$ cat src/rtl/fetch_controller.sv
// Fetch controller: reads program memory at ProgramCounter with a req/ack handshake,
// buffers fetched words in a small FIFO for decode and holds the PC until a word lands.
module fetch_controller #(
  parameter int ADDR_W  = 7,
  parameter int INSTR_W = 24,
  parameter int QDEPTH  = 2
) (
  input  logic               Clock,
  input  logic               nReset,
  input  logic [ADDR_W-1:0]  ProgramCounter,
  output logic               PCHold,
  output logic               MemReq,
  output logic [ADDR_W-1:0]  MemAddr,
  input  logic               MemAck,
  input  logic [INSTR_W-1:0] MemData,
  output logic               InstrValid,
  input  logic               InstrReady,
  output logic [INSTR_W-1:0] Instr,
  output logic [ADDR_W-1:0]  InstrAddr
);

  localparam int PTR_W = (QDEPTH > 1) ? $clog2(QDEPTH) : 1;
  localparam int CNT_W = $clog2(QDEPTH + 1);

  typedef enum logic [1:0] {IDLE, REQ, WAIT_SPACE} state_t;

  state_t             state_q;
  logic               req_q;
  logic [CNT_W-1:0]   count_q, count_d;
  logic [PTR_W-1:0]   rd_q, rd_d, wr_q, wr_d;
  logic [ADDR_W-1:0]  addr_mem [QDEPTH];
  logic [INSTR_W-1:0] data_mem [QDEPTH];
  logic               push, pop;

  function automatic logic [PTR_W-1:0] ptr_inc(input logic [PTR_W-1:0] p);
    return (p == PTR_W'(QDEPTH - 1)) ? '0 : p + 1'b1;
  endfunction

  // req_q mirrors state_q==REQ, so an ack in any other state is ignored
  assign push    = req_q && MemAck;
  assign pop     = (count_q != '0) && InstrReady;
  assign count_d = count_q + CNT_W'(push) - CNT_W'(pop);
  assign rd_d    = pop  ? ptr_inc(rd_q) : rd_q;
  assign wr_d    = push ? ptr_inc(wr_q) : wr_q;

  assign MemReq     = req_q;
  assign MemAddr    = ProgramCounter;
  assign PCHold     = ~push;
  assign InstrValid = (count_q != '0);
  assign Instr      = InstrValid ? data_mem[rd_q] : '0;
  assign InstrAddr  = InstrValid ? addr_mem[rd_q] : '0;

  always_ff @(posedge Clock or negedge nReset) begin
    if (!nReset) begin
      state_q <= IDLE;
      req_q   <= 1'b0;
    end else begin
      case (state_q)
        IDLE: begin
          state_q <= REQ;
          req_q   <= 1'b1;
        end
        REQ: begin
          if (push && count_d == CNT_W'(QDEPTH)) begin
            state_q <= WAIT_SPACE;
            req_q   <= 1'b0;
          end
        end
        WAIT_SPACE: begin
          if (count_q < CNT_W'(QDEPTH)) begin
            state_q <= REQ;
            req_q   <= 1'b1;
          end
        end
        default: begin
          state_q <= IDLE;
          req_q   <= 1'b0;
        end
      endcase
    end
  end

  always_ff @(posedge Clock or negedge nReset) begin
    if (!nReset) begin
      count_q <= '0;
      rd_q    <= '0;
      wr_q    <= '0;
    end else begin
      count_q <= count_d;
      rd_q    <= rd_d;
      wr_q    <= wr_d;
    end
  end

  // Storage needs no reset: outputs are gated by the count
  always_ff @(posedge Clock) begin
    if (push) begin
      addr_mem[wr_q] <= ProgramCounter;
      data_mem[wr_q] <= MemData;
    end
  end

endmodule

$ cat config.mk
export PLATFORM = sky130hd
export DESIGN_NAME = fetch_controller
export DESIGN_NICKNAME = d
export VERILOG_FILES = /design/src/rtl/fetch_controller.sv
export SDC_FILE = /design/constraint.sdc
export NUM_CORES = 1
export LEC_CHECK = 0
export BUFFER_PORTS_ARGS = -buffer_cell sky130_fd_sc_hd__buf_2
export CAP_MARGIN = 20
export CELL_PAD_IN_SITES_DETAIL_PLACEMENT = 0
export CELL_PAD_IN_SITES_GLOBAL_PLACEMENT = 1
export CORE_MARGIN = 2
export CORE_UTILIZATION = 45
export CTS_CLUSTER_DIAMETER = 30
export CTS_CLUSTER_SIZE = 14
export DETAILED_ROUTE_END_ITERATION = 16
export GPL_ROUTABILITY_DRIVEN = 0
export HOLD_SLACK_MARGIN = 0.1
export PLACE_DENSITY = 0.81
export SLEW_MARGIN = 20
export SYNTH_ARGS = -nofsm -noshare
export SYNTH_HDL_FRONTEND = slang
export SYNTH_SLANG_ARGS = --single-unit
$ cat constraint.sdc
create_clock -name Clock -period 6.43 [get_ports Clock]
set_input_delay 0.9645 -clock Clock [delete_from_list [all_inputs] [get_ports Clock]]
set_output_delay 0.9645 -clock Clock [all_outputs]
set_load 0.1 [all_outputs]
==> results.sh <==
export IMPL_r2r_start="count_q[1]$_DFF_PN0_"
export IMPL_finalMaxSlewViolations=0
export IMPL_crit_end="InstrAddr[3]"
export IMPL_htreeDepth=3
export IMPL_hold_violations=0
export IMPL_placementRows=28
export IMPL_finalCritPeriodShare=0.471
export IMPL_worstSetupPathType="register to output pin"
export IMPL_diodes=0
export IMPL_first_pass_iters=4
export IMPL_wl_per_cell_um=13.4
export IMPL_grt_first_pass_wirelength_mm=6.71
export IMPL_r2r_cells=9
export IMPL_crit_fanout=32
export IMPL_outcome="finished, final reports clean"
export IMPL_crit_start="rd_q$_DFFE_PN0P_"
export IMPL_die_y_um=81.6
export IMPL_cts_buffers=9
export IMPL_final_setup_viol_count=0
export IMPL_synth_nets=205
export IMPL_place_inst=306
export IMPL_netlist_area_um2=2710
export IMPL_yosysUniqueCellTypes=21
export IMPL_max_slew_margin=0.381
export IMPL_io_buffers=75
export IMPL_gr_total_overflow=0
export IMPL_ctsHoldBuffers=0
export IMPL_cts_setup_buffers=0
export IMPL_start_util=0.463
export IMPL_dp_hpwl_mm=2.88
export IMPL_max_freq_ghz=0.330
export IMPL_grt_pass1_vias=1476
export IMPL_ant_nets=0
export IMPL_ys_seq_area_frac=0.752
export IMPL_cts_root_buf="clkbuf_8"
export IMPL_drive_gt1_frac=0.374
export IMPL_layout_min_cycle_time_ns=3.03
export IMPL_drtIter0Drc=80
export IMPL_stdcell_count=321
export IMPL_cts_tree="yes"
export IMPL_synth_seq_cells=69
export IMPL_syn_to_final_growth_pct=20.7
export IMPL_grt_start_max_net_pins=33
export IMPL_tightest_slew_ns=0.927
export IMPL_drc_errors=0
export IMPL_finalSetupTns_ns=0
export IMPL_n_fill_cell=486
export IMPL_r2r_setup_slack_ns=3.90
export IMPL_start_kind="register"
export IMPL_max_cap_violations=0
export IMPL_vias=1514
export IMPL_final_nets=279
export IMPL_cts_sinks=69
export IMPL_hold_class="input port to asynchronous set/reset pin"
export IMPL_fin_skew_ns=0.00653
export IMPL_antenna_found_initial=0
export IMPL_ioPinCount=76
export IMPL_core_area_um2=5850
export IMPL_yosys_warnings=0
export IMPL_grtUsageTotal=0.140
export IMPL_r2r_end="MemReq$_DFFE_PN0P_"
export IMPL_clock_latency_ns=0.32
export IMPL_cp_required_ns=5.47
export IMPL_syn_inst=168
export IMPL_wirelength_mm=4.31
export IMPL_fp_dieArea_um2=6650
export IMPL_worstSetupEndpointType="output pin"
export IMPL_clk_pin_slew_ns=0.06
export IMPL_cts_max_path_buffers=2
export IMPL_cts_resized_gates=0
export IMPL_crit_arrival_ns=2.06
export IMPL_rsz0062_at_grt="no"
export IMPL_via_per_inst=4.72
export IMPL_chipWidth_um=81.6
export IMPL_synth_avg_cell_area_um2=16.1
-- synthesized netlist by cell type --
cell,count,area [µm²]
edfxtp_1,62,1860
nor2_1,33,124
mux2i_1,31,310
buf_4,7,52.6
dfrtp_1,7,175
inv_1,5,18.8
clkbuf_1,4,15.0
buf_2,3,15.0
nand2_1,3,11.3
ha_1,2,25.0
a21o_2,1,8.76
a21oi_1,1,5.00
a31o_1,1,8.76
a31oi_1,1,6.26
and2_1,1,6.26
and3_1,1,6.26
o22ai_1,1,6.26
or3_4,1,11.3
xnor2_1,1,8.76
xnor3_1,1,22.5
xor2_1,1,8.76
-- logic make-up after synthesis --
family / share of synthesized area
buf+inv: 0.0374
compound gates: 0.0129
flops: 0.752
fa+ha+maj: 0.00924
simple gates: 0.0587
mux: 0.115
xor+xnor: 0.0148
-- worst min path at each step --
stage / slack, ns / depth (start not counted) / to / start
after CTS: 0.45 / 1 / count_q[0]$_DFF_PN0_ / nReset
final: 0.46 / 1 / state_q[0]$_DFFE_PN0P_ / nReset
after global routing: 0.45 / 1 / state_q[0]$_DFFE_PN0P_ / nReset
after detailed placement: 0.52 / 1 / state_q[1]$_DFFE_PN0P_ / state_q[0]$_DFFE_PN0P_
after floorplan: 0.46 / 1 / wr_q$_DFFE_PN0P_ / wr_q$_DFFE_PN0P_
after global placement: 0.50 / 1 / state_q[1]$_DFFE_PN0P_ / state_q[0]$_DFFE_PN0P_
-- cell usage in the layout, fill, tap and decap left out --
cell type and count:
a31o_1 1, nor2_1 31, o22ai_1 1, dfrtp_2 1
nand2_1 3, or3_4 1, xnor3_1 1, a21oi_1 1
mux2i_1 31, clkbuf_8 9, clkbuf_1 2, clkinv_1 3
xnor2_1 1, a21o_2 1, nor2_4 1, edfxtp_1 62
ha_1 2, nor2_2 1, buf_2 75, and3_1 1
inv_1 5, dfrtp_1 6, xor2_1 1, buf_4 2
a31oi_1 1, clkinv_2 1, and2_1 1
-- per-layer routing --
metal	track usage	wire length, µm
met1	0.167	1760
met4	0.0850	86
met3	0.0429	337
met5	0	0
met2	0.225	2130
-- flip-flops by register name, indices dropped and copies added (netlist names) --
signal	count
wr_q	1
state_q	2
count_q	2
addr_mem	14
MemReq	1
rd_q	1
data_mem	48
-- worst max-delay path, stage by stage (launching register included) --
cell and delay (ns):
dfrtp_2 0.96, mux2i_1 0.17, nor2_1 0.15, buf_2 0.45
-- per-stage QoR --
stage | cell area (µm²) | hold slack, ns | worst slack, ns | utilization
finish | 3270 | 0.464 | 3.40 | 0.559
global route | 3270 | 0.453 | 3.23 | 0.559
CTS | 3270 | 0.450 | 3.33 | 0.559
detailed placement | 3120 | 0.521 | 3.69 | 0.533
global placement | 3120 | 0.502 | 3.71 | 0.533
floorplan | 2710 | 0.460 | 2.54 | -
-- cell type report --
type                            instances  area [µm²]  share of cell area
Tap cell                               75        93.8              0.0287
Inverter                                5        18.8             0.00574
Clock inverter                          4        16.3             0.00498
Sequential cell                        69        2040               0.624
Clock buffer                           11         131              0.0402
Timing Repair Buffer                   77         390               0.119
Multi-Input combinational cell         80         579               0.177
Power is not shown: default switching activity piles up to over one toggle a cycle in this logic, so the estimate is an artifact.
